$ cat src/rtl/ssd_pkg.sv
// Shared seven-segment definitions for the display encode and scan-decode paths.
// Segment patterns are active low, ordered g..a (bit6 = g, bit0 = a).
package ssd_pkg;

  localparam int unsigned SEG_W  = 7;
  localparam int unsigned CODE_W = 4;

  localparam logic [SEG_W-1:0] SEG_0     = 7'b1000000;
  localparam logic [SEG_W-1:0] SEG_1     = 7'b1111001;
  localparam logic [SEG_W-1:0] SEG_2     = 7'b0100100;
  localparam logic [SEG_W-1:0] SEG_3     = 7'b0110000;
  localparam logic [SEG_W-1:0] SEG_4     = 7'b0011001;
  localparam logic [SEG_W-1:0] SEG_5     = 7'b0010010;
  localparam logic [SEG_W-1:0] SEG_6     = 7'b0000010;
  localparam logic [SEG_W-1:0] SEG_7     = 7'b1111000;
  localparam logic [SEG_W-1:0] SEG_8     = 7'b0000000;
  localparam logic [SEG_W-1:0] SEG_9     = 7'b0010000;
  localparam logic [SEG_W-1:0] SEG_A     = 7'b0001000;
  localparam logic [SEG_W-1:0] SEG_B     = 7'b0000011;
  localparam logic [SEG_W-1:0] SEG_C     = 7'b1000110;
  localparam logic [SEG_W-1:0] SEG_D     = 7'b0100001;
  localparam logic [SEG_W-1:0] SEG_E     = 7'b0000110;
  localparam logic [SEG_W-1:0] SEG_F     = 7'b0001110;
  localparam logic [SEG_W-1:0] SEG_BLANK = 7'b1111111;

  // What a committed dwell does to its digit slot.
  typedef enum logic [1:0] {
    CommitNone,
    CommitHex,
    CommitBlank,
    CommitErr
  } commit_e;

endpackage

$ cat src/rtl/ssd_seg_decode.sv
// Combinational inverse of the segment encoder: active-low cathodes to a hex code.
// Patterns that are neither a hex glyph nor blank report is_hex = is_blank = 0.
module ssd_seg_decode
  import ssd_pkg::*;
(
  input  logic [SEG_W-1:0]  cc,
  output logic [CODE_W-1:0] code,
  output logic              is_hex,
  output logic              is_blank
);

  // Table lookup; default covers every illegal pattern.
  always_comb begin
    code     = '0;
    is_hex   = 1'b1;
    is_blank = 1'b0;
    unique case (cc)
      SEG_0:     code = 4'h0;
      SEG_1:     code = 4'h1;
      SEG_2:     code = 4'h2;
      SEG_3:     code = 4'h3;
      SEG_4:     code = 4'h4;
      SEG_5:     code = 4'h5;
      SEG_6:     code = 4'h6;
      SEG_7:     code = 4'h7;
      SEG_8:     code = 4'h8;
      SEG_9:     code = 4'h9;
      SEG_A:     code = 4'hA;
      SEG_B:     code = 4'hB;
      SEG_C:     code = 4'hC;
      SEG_D:     code = 4'hD;
      SEG_E:     code = 4'hE;
      SEG_F:     code = 4'hF;
      SEG_BLANK: begin
        is_hex   = 1'b0;
        is_blank = 1'b1;
      end
      default:   is_hex = 1'b0;
    endcase
  end

endmodule

$ cat src/rtl/ssd_scan_decoder.sv
// Passive observer of the multiplexed seven-segment bus. Rebuilds the digit frame
// from stable anode/cathode dwells, flags illegal glyphs and signals complete frames.
// Optional watchdog: define SSD_SCAN_TIMEOUT_EN to build the stall detector.
module ssd_scan_decoder
  import ssd_pkg::*;
#(
  parameter int unsigned NUM_DIGITS     = 8,
  parameter int unsigned STABLE_CYCLES  = 4,
  parameter int unsigned TIMEOUT_CYCLES = 1048576
) (
  input  logic                         clk,
  input  logic                         rst_n,
  input  logic [NUM_DIGITS-1:0]        an_in,
  input  logic [SEG_W-1:0]             cc_in,
  output logic [CODE_W*NUM_DIGITS-1:0] digits_out,
  output logic [NUM_DIGITS-1:0]        digit_valid,
  output logic                         frame_done,
  output logic                         pattern_err,
  output logic [2:0]                   err_idx,
  output logic                         stall
);

  localparam int unsigned IDX_W   = (NUM_DIGITS > 1) ? $clog2(NUM_DIGITS) : 1;
  localparam int unsigned CNT_W   = 8;
  localparam logic [CNT_W-1:0] CNT_MAX = CNT_W'(STABLE_CYCLES);

  // Synchroniser stages.
  logic [NUM_DIGITS-1:0] an_s1, an_s2;
  logic [SEG_W-1:0]      cc_s1, cc_s2;

  // Classifier results.
  logic [NUM_DIGITS-1:0] an_low;
  logic                  sample_ok;
  logic [IDX_W-1:0]      sample_idx;

  // Stability tracking.
  logic [CNT_W-1:0] cnt_q, cnt_d;
  logic [IDX_W-1:0] prev_idx_q, prev_idx_d;
  logic [SEG_W-1:0] prev_cc_q, prev_cc_d;
  logic             committed_q, committed_d;
  logic             commit;

  // Decoder outputs.
  logic [CODE_W-1:0] dec_code;
  logic              dec_is_hex;
  logic              dec_is_blank;
  commit_e           commit_kind;

  // Frame state and registered outputs.
  logic [CODE_W*NUM_DIGITS-1:0] digits_q, digits_d;
  logic [NUM_DIGITS-1:0]        valid_q, valid_d;
  logic [NUM_DIGITS-1:0]        seen_q, seen_d;
  logic                         frame_q, frame_d;
  logic                         perr_q, perr_d;
  logic [2:0]                   err_idx_q, err_idx_d;

  // Watchdog expiry strobe, constant 0 when the watchdog is not built.
  logic wd_fire;

  // Two-flop synchroniser on the asynchronous display bus.
  always_ff @(posedge clk or negedge rst_n) begin
    if (!rst_n) begin
      an_s1 <= '0;
      an_s2 <= '0;
      cc_s1 <= '0;
      cc_s2 <= '0;
    end else begin
      an_s1 <= an_in;
      an_s2 <= an_s1;
      cc_s1 <= cc_in;
      cc_s2 <= cc_s1;
    end
  end

  // Legal sample only when exactly one anode is driven low.
  always_comb begin
    an_low     = ~an_s2;
    sample_ok  = $onehot(an_low);
    sample_idx = '0;
    for (int unsigned i = 0; i < NUM_DIGITS; i++) begin
      if (an_low[i]) sample_idx = IDX_W'(i);
    end
  end

  // Dwell counter: one commit per uninterrupted run of an identical (idx, cc) pair.
  always_comb begin
    cnt_d       = cnt_q;
    committed_d = committed_q;
    prev_idx_d  = prev_idx_q;
    prev_cc_d   = prev_cc_q;
    commit      = 1'b0;
    if (!sample_ok) begin
      cnt_d       = '0;
      committed_d = 1'b0;
    end else begin
      prev_idx_d = sample_idx;
      prev_cc_d  = cc_s2;
      if (sample_idx == prev_idx_q && cc_s2 == prev_cc_q) begin
        if (cnt_q < CNT_MAX) cnt_d = cnt_q + CNT_W'(1);
      end else begin
        cnt_d       = CNT_W'(1);
        committed_d = 1'b0;
      end
      if (cnt_d == CNT_MAX && !committed_d) begin
        commit      = 1'b1;
        committed_d = 1'b1;
      end
    end
  end

  // Stability state register.
  always_ff @(posedge clk or negedge rst_n) begin
    if (!rst_n) begin
      cnt_q       <= '0;
      prev_idx_q  <= '0;
      prev_cc_q   <= '0;
      committed_q <= 1'b0;
    end else begin
      cnt_q       <= cnt_d;
      prev_idx_q  <= prev_idx_d;
      prev_cc_q   <= prev_cc_d;
      committed_q <= committed_d;
    end
  end

  ssd_seg_decode u_seg_decode (
    .cc       (cc_s2),
    .code     (dec_code),
    .is_hex   (dec_is_hex),
    .is_blank (dec_is_blank)
  );

  // Classify what the current commit does to its slot.
  always_comb begin
    commit_kind = CommitNone;
    if (commit) begin
      if (dec_is_hex)        commit_kind = CommitHex;
      else if (dec_is_blank) commit_kind = CommitBlank;
      else                   commit_kind = CommitErr;
    end
  end

  // Digit slot update, seen-mask tracking and frame completion.
  always_comb begin
    digits_d  = digits_q;
    valid_d   = valid_q;
    seen_d    = seen_q;
    err_idx_d = err_idx_q;
    frame_d   = 1'b0;
    perr_d    = 1'b0;
    unique case (commit_kind)
      CommitHex: begin
        digits_d[sample_idx*CODE_W +: CODE_W] = dec_code;
        valid_d[sample_idx]                   = 1'b1;
      end
      CommitBlank: begin
        digits_d[sample_idx*CODE_W +: CODE_W] = '0;
        valid_d[sample_idx]                   = 1'b0;
      end
      CommitErr: begin
        // Keep the last good code so loopback still sees something sensible.
        valid_d[sample_idx] = 1'b0;
        perr_d              = 1'b1;
        err_idx_d           = 3'(sample_idx);
      end
      default: ;
    endcase
    if (commit) begin
      seen_d[sample_idx] = 1'b1;
      if (&seen_d) begin
        frame_d = 1'b1;
        seen_d  = '0;
      end
    end
    if (wd_fire) begin
      valid_d = '0;
      seen_d  = '0;
    end
  end

  // Frame and output registers.
  always_ff @(posedge clk or negedge rst_n) begin
    if (!rst_n) begin
      digits_q  <= '0;
      valid_q   <= '0;
      seen_q    <= '0;
      frame_q   <= 1'b0;
      perr_q    <= 1'b0;
      err_idx_q <= '0;
    end else begin
      digits_q  <= digits_d;
      valid_q   <= valid_d;
      seen_q    <= seen_d;
      frame_q   <= frame_d;
      perr_q    <= perr_d;
      err_idx_q <= err_idx_d;
    end
  end

`ifdef SSD_SCAN_TIMEOUT_EN
  localparam logic [31:0] WD_MAX = 32'(TIMEOUT_CYCLES);

  logic [31:0] wd_q, wd_d;
  logic        stall_q, stall_d;

  // Cycles since the last commit; saturates so the expiry fires only once.
  always_comb begin
    wd_d    = wd_q;
    stall_d = stall_q;
    wd_fire = 1'b0;
    if (commit) begin
      wd_d    = '0;
      stall_d = 1'b0;
    end else if (wd_q != WD_MAX) begin
      wd_d = wd_q + 32'd1;
      if (wd_d == WD_MAX) begin
        wd_fire = 1'b1;
        stall_d = 1'b1;
      end
    end
  end

  // Watchdog state register.
  always_ff @(posedge clk or negedge rst_n) begin
    if (!rst_n) begin
      wd_q    <= '0;
      stall_q <= 1'b0;
    end else begin
      wd_q    <= wd_d;
      stall_q <= stall_d;
    end
  end

  assign stall = stall_q;
`else
  logic unused_timeout;
  assign unused_timeout = ^TIMEOUT_CYCLES;
  assign wd_fire        = 1'b0;
  assign stall          = 1'b0;
`endif

  assign digits_out  = digits_q;
  assign digit_valid = valid_q;
  assign frame_done  = frame_q;
  assign pattern_err = perr_q;
  assign err_idx     = err_idx_q;

endmodule

$ cat config.mk
export PLATFORM = sky130hd
export DESIGN_NAME = ssd_scan_decoder
export DESIGN_NICKNAME = d
export VERILOG_FILES = /design/src/rtl/ssd_pkg.sv /design/src/rtl/ssd_seg_decode.sv /design/src/rtl/ssd_scan_decoder.sv
export SDC_FILE = /design/constraint.sdc
export NUM_CORES = 1
export LEC_CHECK = 0
export BUFFER_PORTS_ARGS = -buffer_cell sky130_fd_sc_hd__clkbuf_2
export CORE_MARGIN = 4
export CORE_UTILIZATION = 62
export CTS_CLUSTER_SIZE = 30
export DETAILED_ROUTE_END_ITERATION = 8
export PLACE_DENSITY = 0.88
export SLEW_MARGIN = 20
export SYNTH_ARGS = -nofsm -noshare
export SYNTH_HDL_FRONTEND = slang
export SYNTH_SLANG_ARGS = --single-unit
$ cat constraint.sdc
create_clock -name clk -period 8.36 [get_ports clk]
set_input_delay 1.254 -clock clk [delete_from_list [all_inputs] [get_ports clk]]
set_output_delay 1.254 -clock clk [all_outputs]
set_load 0.005 [all_outputs]
## Yosys cells after proc, flatten, opt, wreduce, memory -nomap -nowiden

Cells that the tools add are included.

| word-level totals | value |
|---|---|
| bits in registers | 102 |
| bits of input ports | 17 |
| output and inout port bits | 46 |
| logic and storage cells | 100 |

| cells by class | value |
|---|---|
| $add $sub $neg | 9 |
| $lt $le $gt $ge | 3 |
| equal/unequal tests | 23 |
| shift-type cells | 3 |
| multiplexer cells | 33 |
| bitwise logic cells | 5 |
| reductions and logical operators | 10 |

Operators by type and width:

| cell | count |
|---|---|
| bitwise mux 32 bit | 2 |
| one-hot mux 32 bit (2 select lines) | 1 |
| one-hot mux 4 bit (15 select lines) | 1 |
| two-way mux 8 bit | 5 |
| == test 7 bit, second input constant | 5 |
| negator 5 -> 34 bit | 1 |
| variable shift 4 x 34 -> 32 bit, first input constant | 1 |
| indexed part select 4 x 34 -> 32 bit | 1 |
| indexed part select 4 x 34 -> 32 bit, first input constant | 1 |
| == test 7 x 5 -> 1 bit, second input constant | 3 |
| == test 7 x 6 -> 1 bit, second input constant | 3 |
| two-way mux 3 bit | 6 |
| NOT 8 bit | 2 |
| bitwise OR 8 bit | 2 |
| one-hot mux 8 bit (2 select lines) | 1 |
| OR reduction 16 bit | 1 |
| == test 7 x 2 -> 1 bit, second input constant | 2 |
| == test 7 x 4 -> 1 bit, second input constant | 2 |
| two-way mux 1 bit | 14 |
| adder 1 x 1 -> 2 bit | 4 |
| adder 8 x 1 -> 8 bit, second input constant | 1 |
| bitwise AND 8 bit | 1 |
| == test 8 x 3 -> 1 bit, second input constant | 1 |
| < comparator 8 x 3 -> 1 bit, second input constant | 1 |
| other kinds (18) | 24 |

## Longest topological paths before layout

Gate-level depths: netlist of run 1.

| logic depth | value |
|---|---|
| depth in word-level cells | 20 |
| mapped depth | 18 |
| gate-level depth less buffers | 18 |

## Modules after synthesis

Synthesis of run 1 repeated with hierarchy kept, for this count alone.

| unflattened totals | value |
|---|---|
| cells, all modules | 431 |
| area, all modules | 4584.4 sq um |

By module, submodules not included:

| module | times used | cells an instance | area an instance (sq um) | seq. area each (sq um) |
|---|---|---|---|---|
| ssd_scan_decoder | 1 | 372 | 4202.8 | 2552.4 |
| ssd_seg_decode | 1 | 59 | 381.6 | 0.0 |

## Least setup slack after synthesis of run 1

No wires, ideal clock.

| timing path | value |
|---|---|
| path kind | reg2reg |
| start | register an_s2[3] |
| end | register digits_q[10] (netlist: digits_out[10]) |
| setup time | 0.125 ns |
| arrival time | 4.973 ns |
| required time | 8.235 ns |
| path slack | 3.263 ns |
| cell stages (with the launch flop) | 19 |
| path buffers | 0 |
| clock period less this slack | 5.097 ns |
| cells stage by stage | dfrtp_1 -> inv_1 -> fa_1 -> fa_1 -> fa_1 -> ha_1 -> inv_1 -> fa_1 -> and4b_1 -> a21oi_2 -> or3b_4 -> nor4_4 -> nand2_1 -> or2_2 -> ha_1 -> nand2b_1 -> nor3_2 -> nand3_1 -> mux2_2 |

| between the ends | value |
|---|---|
| longest elaborated chain between the ends | 17 |
| elaborated cells on any way between the ends | 32 |
| classes of those cells | 4 x add/sub; 5 x eq/ne; 3 x shift; 15 x mux; 1 x bitwise; 4 x reduce/logical |

RTL lines:

| item | RTL line | source |
|---|---|---|
| from (decl) | ssd_scan_decoder.sv:28 | `logic [NUM_DIGITS-1:0] an_s1, an_s2;` |
| from (signal assigned) | ssd_scan_decoder.sv:69 | `an_s2 <= an_s1;` |
| NOT 8 bit (*) | ssd_scan_decoder.sv:77 | `an_low = ~an_s2;` |
| two-way mux 3 bit (5 in series) | ssd_scan_decoder.sv:81 | `if (an_low[i]) sample_idx = IDX_W'(i);` |
| == test 3 bit | ssd_scan_decoder.sv:98 | `if (sample_idx == prev_idx_q && cc_s2 == prev_cc_q) begin` |
| logical AND 1 bit | ssd_scan_decoder.sv:98 |  |
| two-way mux 8 bit / two-way mux 1 bit (equally long branches) | ssd_scan_decoder.sv:98 |  |
| two-way mux 8 bit / two-way mux 1 bit (equally long branches) | ssd_scan_decoder.sv:92 | `if (!sample_ok) begin` |
| == test 8 x 3 -> 1 bit / logical NOT 1 bit (equally long branches) | ssd_scan_decoder.sv:104 | `if (cnt_d == CNT_MAX && !committed_d) begin` |
| logical AND 1 bit | ssd_scan_decoder.sv:104 |  |
| two-way mux 1 bit | ssd_scan_decoder.sv:104 |  |
| two-way mux 1 bit | ssd_scan_decoder.sv:92 |  |
| two-way mux 2 bit | ssd_scan_decoder.sv:136 | `if (commit) begin` |
| == test 2 bit / == test 2 x 1 -> 1 bit (equally long branches) | ssd_scan_decoder.sv:151 | `unique case (commit_kind)` |
| one-hot mux 32 bit (2 select lines) / nonzero test 2 bit (equally long branches) | - |  |
| to (signal assigned) | ssd_scan_decoder.sv:191 | `digits_q <= digits_d;` |
| to (decl) | ssd_scan_decoder.sv:50 | `logic [CODE_W*NUM_DIGITS-1:0] digits_q, digits_d;` |

Every way passes the cells marked *; elsewhere a longest branch is shown, timed or not. The select of a mux whose other input is x is not followed.
A chain may end at the register's enable or synchronous reset.

## Final worst setup path of run 1

| timing path | value |
|---|---|
| start | register an_s2[3] |
| end | register digits_q[20] (netlist: digits_out[20]) |

The elaborated chain is that of the path after synthesis.

==> results of run 1 <==
per-stage QoR:
| step | instance area [um2] | hold slack, ps | total power, mW | utilization [%] |
|---|---|---|---|---|
| CTS | 5140 | 357 | 1.00 | 71.2 |
| global route | 5140 | 363 | 1.04 | 71.2 |
| global placement | 4960 | 331 | 0.708 | 68.7 |
| finish | 5140 | 356 | 0.990 | 71.2 |
| detailed placement | 4960 | 335 | 0.718 | 68.7 |
| floorplan | 4590 | 331 | 0.675 | - |
critical path, cell delays in order, from the launching register on:
cell and delay (ps):
dfrtp_1 430, inv_1 150, fa_1 440, fa_1 450, fa_1 490, ha_1 160, inv_1 60, fa_1 480
and4b_1 210, a21oi_2 220, or3b_4 460, nor4_4 300, nand2_1 100, or2_2 280, ha_1 310, nand2b_1 170
nor4b_2 630, nor2_1 100, a21oi_1 140
routing by layer:
layer	global-route usage [%]	vias to the layer above	routed length (um)
met1	30.3	1640	3800
met5	0	-	0
met3	6.89	14	632
met4	6.14	0	142
met2	34.4	101	4480
li1	-	1541	-
layout by cell type (no fill, tap or decap), drive strengths merged, types with 5 or more instances in the layout:
| cell type | netlist | routed |
|---|---|---|
| xor2 | 8 | 8 |
| o21ai | 10 | 10 |
| nor4 | 11 | 11 |
| and2 | 8 | 8 |
| dfrtp | 102 | 102 |
| clkbuf | 6 | 70 |
| inv | 16 | 20 |
| nand2 | 24 | 24 |
| mux2 | 20 | 20 |
| a31oi | 8 | 8 |
| nor2 | 53 | 53 |
| nor3 | 16 | 16 |
| ha | 8 | 8 |
| a21oi | 37 | 37 |
| nand3 | 5 | 5 |
layout make-up:
| class | count | area [um2] | area share (%) |
|---|---|---|---|
| Sequential cell | 102 | 2550 | 49.7 |
| Clock buffer | 10 | 128 | 2.48 |
| Clock inverter | 6 | 51.3 | 0.998 |
| Timing Repair Buffer | 64 | 330 | 6.43 |
| Inverter | 16 | 60.1 | 1.17 |
| Multi-Input combinational cell | 272 | 1890 | 36.8 |
| Tap cell | 99 | 124 | 2.41 |
power by group through the flow:
| stage | combinational, mW | clock (mW) | sequential, mW |
|---|---|---|---|
| after floorplan | 0.120 | 0 | 0.555 |
| after global placement | 0.143 | 0 | 0.564 |
| after detailed placement | 0.151 | 0 | 0.568 |
| after CTS | 0.152 | 0.291 | 0.557 |
| after global routing | 0.166 | 0.313 | 0.563 |
| final | 0.150 | 0.282 | 0.558 |
logic make-up (layout without fill, tap and decap cells):
| family | after synthesis | count (layout) | share of synthesized area (%) |
|---|---|---|---|
| AOI/OAI and AO/OA | 75 | 75 | 10.5 |
| xor gates and xnor gates | 11 | 11 | 2.26 |
| other | 1 | 1 | 0.0816 |
| DFF | 102 | 102 | 55.6 |
| buffers and inverters | 32 | 96 | 3.21 |
| and+or+nand+nor | 150 | 150 | 18.9 |
| muxes | 23 | 23 | 5.56 |
| adders and majority gates | 12 | 12 | 3.92 |
registers in the layout (all words and copies together) (netlist names), named ones only:
signal,count
cc_s1,7
seen_q,8
prev_cc_q,7
frame_done,1
committed_q,1
cc_s2,7
cnt_q,8
prev_idx_q,3
an_s2,8
digits_out,32
err_idx,3
an_s1,8
pattern_err,1
final timing paths:
path | endpoint | slack, ps | start
max in group asynchronous | asynchronous set/reset pin | 6390 | rst_n
max reg2reg | digits_out[20] | 2720 | an_s2[3]
min reg2reg | cc_s2[3] | 360 | cc_s1[3]
min | cc_s2[3] | 360 | cc_s1[3]
max | digits_out[20] | 2720 | an_s2[3]
min in group asynchronous | cc_s1[5] | 850 | rst_n
==> results.md, run 1 <==
- The flow ran to the end, and the final reports show no timing, DRC or antenna violations.
- The root buffer cell chosen for the clock tree is clkbuf_8.
- Of all cell types, the one taking the most synthesized area is dfrtp_1.
- The initial standard-cell utilization of the core is 63.7%.
- In this run the remaining antenna-violating nets after routing total 0.
- The maximum buffer depth of the clock tree is 2.
- The internal power summed over all cells is 704 uW.
- Buffers inserted to repair hold after CTS numbered 0.
- The worst setup path is launched from a register.
- Setup violations remaining at the end of the flow were counted as 0.
- The average instance in the mapped netlist occupies 11.3 um2.
- Summed over its instances, the top area cell type makes up 55.6% of the synthesized netlist area.
- Counting instances in the post-synthesis netlist gives the leading cell types as 102 x dfrtp_1, 53 x nor2_1, 36 x a21oi_1, 23 x nand2_1, 20 x mux2_2.
- The number of design-rule violations left by the first detailed-router iteration is 184.
- The commonest register cell after synthesis is dfrtp_1.
- The number of antenna diodes in the final layout is 0.
- The number of rows in the core area is 31.
- Yosys mapped a number of flops with a built-in enable equal to 0.
- The endpoint class of the critical path is a register.
- The number of synthesized register bits is 102.
- The total power density per cell area is 193 nW/um2.
- In this run the worst path has a maximum fanout of 18.
- The pre-CTS setup slack is 2720 ps.
- The proportion of register bits with asynchronous set or reset after synthesis is 100%.
- The combinational group share of total power is 15.1%.
- Setup repair after global routing left no endpoint under its margin.
- The congestion estimate from routability-driven global placement came to 0.914.
- For the worst setup path, the data required time is 8660 ps.
- The part of the power in registers is 56.3%.
- After the flow finishes, the layout carries non-filler instances totaling 569.
- Clock-pin slew was measured on the worst setup and hold paths at 100 ps.
- The buffer count from post-CTS setup fixing is 0.
- The total congestion overflow after global routing is 0.
- The data arrival time of the worst path is 5940 ps.
- In the post-synthesis netlist, the biggest area contributors are dfrtp_1 56%, mux2_2 4.9%, nor2_1 4.3%, a21oi_1 3.9%, ha_1 2.2%.
- The vias per cell is 5.79.
- By startpoint and endpoint, the worst setup path is classified as reg2reg.
- TritonCTS built the clock tree.
- The area of the mapped netlist is 4590 um2.
- The synthesized netlist cell count is 406.
- In this run the static leakage power is 2.48 nW.
- The number of different library cells used by synthesis comes to 65.
- The number of clock buffers added by TritonCTS is 9.
- Net switching is 28.8% of the power.
- The worst relative slew slack is 40.8%.
- Synthesis produced a netlist with a net count of 435.
- In the final timing run, aggregate negative setup slack is 0 ps.
- The post-placement cell count is 553.
- The full die area is 8850 um2.
- The most common cell in the netlist is dfrtp_1.
- The number of cells traversed by the worst register-to-register path is 18.
- The path category of the worst min-delay check is reg2reg.
- The number of pins exceeding their max-slew limit in the final report is 0.
- The number of DRC violations after detailed routing is 0.
- The part of the total power dissipated in the clock network is 28.5%.
- The layout cell share with drive strength beyond 1 is 26.2%.
- Across the routed clock network, the largest skew measured is 14.3 ps.
- The total net switching power is 285 uW.
- CTS built an H-tree with a depth of 3.
- From bottom edge to top edge, the die measures 94.1 um.
- The total iterations of the first detailed-routing run is 4.
- The final hold violation count is 0.
- Setup slack on the critical path of the routed design comes to 2720 ps.
- For the pin with the worst max-slew slack, the measured transition is 888 ps.
- The area inside the core boundary is 7210 um2.
- In the finished design, the share of the clock period the worst path needs comes to 67.4%.
- The worst path in the final design needs a cycle of 5640 ps, including I/O delays and setup.
- The initial antenna violation count is 0.
- Port buffering added 61 buffers.
- The top-level port count is 63.
- The clock net in this run drives a total of 102 sinks.
- The worst hold path was traced through 0 stages.
- The final layout net count is 494.
- The global-route wire length before repair is 15100 um.
- The share of the yosys chip area belonging to registers is 55.6%.
- The count of vias placed by the detailed router is 3296.
- Global routing used 22.1% of the available tracks across all layers.
- The routed design has 9050 um of wire.
- The worst supply voltage drop on vdd is 0.132 mV.
- The clock latency reported for the late side of the worst-skew pair is 370 ps.
- The count of maximum capacitance violations is 0.
- The highest achievable clock rate is 177 MHz.
- In the final routed layout, each cell accounts on average for 15.9 um.
- Entering global routing, the biggest net connects 61 pins.
- The number of gates resized after CTS is 0.
- The number of global-route vias before repair is 3153.
- Fill cells in the final layout number 494.
- The Yosys warning count is 0.
- The floorplan step set the die width to 94.1 um.
- The HPWL after detailed placement is 6730 um.
- The relative area change from synthesis to final layout is 11.9%.
Power figures use the tool's default switching activity.
==> inputs of run 2 (changes only) <==
CORE_UTILIZATION = 57   (was 62)
PLACE_DENSITY = 0.82   (was 0.88)
clock period = 5.4 ns   (was 8.36 ns; I/O delays follow)
==> results.md, run 2 (synthesis gave the netlist of run 1 again) <==
- Status: completed (unchanged).
- The critical path's top delay family is adder cells (unchanged).
- The number of pins exceeding their max-slew limit in the final report came to 0 (unchanged).
- The total power density per cell area came to 306 nW/um2 (was 193 nW/um2).
- The H-tree depth is 3 (unchanged).
- The largest clock skew in the final design was 17.7 ps (was 14.3 ps).
- The count of vias placed by the detailed router is 3300 (was 3296).
- The routability congestion estimate from global placement is 0.859 (was 0.914).
- The area inside the core boundary is 7770 um2 (was 7210 um2).
- The full die area is 9560 um2 (was 8850 um2).
- Ordered cell list for the critical path: inv_1 > fa_1 > fa_1 > fa_1 > ha_1 > inv_1 > fa_1 > and4b_1 > a21oi_2 > or3b_4 > nor4_4 > nand2_1 > or2_2 > ha_1 > nand2b_4 > nor3_4 > nand3b_1 > mux2_2 (was inv_1 > fa_1 > fa_1 > fa_1 > ha_1 > inv_1 > fa_1 > and4b_1 > a21oi_2 > or3b_4 > nor4_4 > nand2_1 > or2_2 > ha_1 > nand2b_1 > nor4b_2 > nor2_1 > a21oi_1).
- The most common cell type on the critical path is fa_1 (unchanged).
- The global-route wire length before repair was 15700 um (was 15100 um).
- The post-layout instance count excluding filler cells came to 581 (was 569).
- The sink of the worst hold path is cc_s2[1] (was cc_s2[3]).
- The top-level port count is 63 (unchanged).
- The post-route antenna net violation count is 0 (unchanged).
- The quantity of I/O buffers inserted on ports is 61 (unchanged).
- Most frequent cells in the layout: 102 x dfrtp_1, 60 x clkbuf_2, 53 x nor2_1 (unchanged).
- The initial standard-cell utilization of the core came to 59.1% (was 63.7%).
- The worst relative slew slack is 47.9% (was 40.8%).
- The total of hold buffers inserted after clock tree synthesis came to 0 (unchanged).
- The global-route usage over all layers is 20.3% (was 22.1%).
- The worst supply voltage drop on vdd is 0.209 mV (was 0.132 mV).
- The master cell of the clock root buffer is clkbuf_8 (unchanged).
- The critical-path maximum fanout came to 4 (was 18).
- The horizontal die dimension was 97.8 um (was 94.1 um).
- The start-to-end type of the worst setup path was reg2reg (unchanged).
- The count of final setup violators is 0 (unchanged).
- The total iterations of the first detailed-routing run is 4 (unchanged).
- The number of cells traversed by the worst register-to-register path is 18 (unchanged).
- The maximum buffer depth of the clock tree is 2 (unchanged).
- The stage delay of the slowest cell on the critical path was 500 ps (was 630 ps).
- The slew at the pin with the worst max-slew slack is 782 ps (was 888 ps).
- The HPWL after detailed placement was 6620 um (was 6730 um).
- The count of fill cells added during filler insertion is 573 (was 494).
- The clock latency reported for the late side of the worst-skew pair was 370 ps (about the same).
- The sort of element at the start of the critical path is a register (unchanged).
- The average routed wire per standard cell came to 15.9 um (about the same).
- The sequential standard cell area came to 2550 um2 (unchanged).
- The path category of the worst min-delay check is reg2reg (unchanged).
- The vias per cell is 5.68 (was 5.79).
- The required time of the worst setup path came to 5660 ps (was 8660 ps).
- The worst setup slack for register-to-register paths is 230 ps (was 2720 ps).
- The height of the die was 97.8 um (was 94.1 um).
- The worst slack on hold paths is 358 ps (was 356 ps).
- The leakage power figure is 2.55 nW (was 2.48 nW).
- The count of maximum capacitance violations is 0 (unchanged).
- The total congestion overflow after global routing was 0 (unchanged).
- The initial antenna violation count came to 0 (unchanged).
- The number of design-rule violations left by the first detailed-router iteration is 144 (was 184).
- The number of DRC violations after detailed routing is 0 (unchanged).
- The number of rows in the core area is 32 (was 31).
- The endpoint class of the critical path is a register (unchanged).
- The final layout net count is 503 (was 494).
- The number of global-route vias before repair is 3292 (was 3153).
- The final clock period utilization by the worst path is 95.7% (was 67.4%).
- The count of clock tree sinks is 102 (unchanged).
- The post-placement cell count is 562 (was 553).
- The antenna diode count is 0 (unchanged).
- The most common cell after layout, fill and taps aside was dfrtp_1 (unchanged).
- The slowest stage cell on the critical path is fa_1 (was nor4b_2).
- The relative area change from synthesis to final layout is 15.0% (was 11.9%).
- The area occupied by multi-input gates is 1920 um2 (was 1890 um2).
- The clock input transition at the sequential cells of the worst setup and hold paths is 110 ps (was 100 ps).
- The terminus of the critical flop-to-flop path is digits_out[25] (was digits_out[20]).
- The number of flip-flops under the largest register name is 32 (unchanged).
- The clock buffer count from CTS is 9 (unchanged).
- The startpoint of the tightest hold check path is cc_s1[1] (was cc_s1[3]).
- The final hold violation count is 0 (unchanged).
- The layout cell share with drive strength beyond 1 was 28.4% (was 26.2%).
- The CTS tree is done (unchanged).
- The count of buffer and inverter cells on the critical path is 2 (unchanged).
- The worst hold path depth is 0 (unchanged).
- The highest achievable clock rate is 193 MHz (was 177 MHz).
- The total negative setup slack came to 0 ps (unchanged).
- The pin count of the biggest net entering global routing is 67 (was 61).
- The data arrival time of the worst path is 5430 ps (was 5940 ps).
- The wire length after detailed routing is 9210 um (was 9050 um).
- The startpoint of the lowest-slack register-to-register path is an_s2[1] (was an_s2[3]).
- The post-layout minimum cycle time is 5170 ps (was 5640 ps).
-- run 2: cell types whose count changed in the layout (fill, tap and decap cells not counted), sizes merged --
cell,change
clkbuf,-1
inv,+1
clkinv,-1
bufinv,+1
buf,+9
-- run 2: layer usage --
layer	track usage, %	share of wire, %	vias up
li1	-	-	1568
met1	26.2	42	1620
met2	33.7	50	90
met3	5.86	5.9	22
met4	5.75	2.0	0
met5	0	0	-
-- run 2: worst max-delay path by stage --
stage / start / endpoint / slack (ps) / cells past startpoint
detailed placement: an_s2[3] / digits_out[10] / 150 / 18
finish: an_s2[1] / digits_out[25] / 230 / 18
CTS: an_s2[3] / digits_out[9] / 100 / 18
global route: an_s2[1] / digits_out[25] / -10 / 18
global placement: an_s2[3] / digits_out[26] / 250 / 18
floorplan: an_s2[3] / digits_out[10] / 300 / 18
-- run 2: area by class of cell --
type | count | share of cell area, %
Sequential cell | 102 | 48.3
Multi-Input combinational cell | 272 | 36.4
Timing Repair Buffer | 73 | 7.60
Tap cell | 102 | 2.42
Clock buffer | 9 | 2.35
Clock inverter | 7 | 1.80
Inverter | 16 | 1.14
-- run 2: through the flow --
step / setup slack, ps / cell area, um2 / util, % / total power, mW
floorplan: 303 / 4590 / - / 1.04
global placement: 255 / 5010 / 64.5 / 1.10
detailed placement: 152 / 5010 / 64.5 / 1.11
CTS: 105 / 5230 / 67.3 / 1.63
global route: -14.4 / 5280 / 68.0 / 1.70
finish: 232 / 5280 / 68.0 / 1.62
-- run 2: timing repair --
action | in CTS | in global routing
endpoints found under the setup margin | 0 | 28
gates resized for setup | 0 | 6
buffers inserted | 0 | 3
-- run 2: power breakdown --
part / total [mW] / switching (mW) / internal [mW]
clock network: 0.520 / 0.291 / 0.230
logic: 0.237 / 0.131 / 0.106
registers: 0.860 / 0.0472 / 0.813
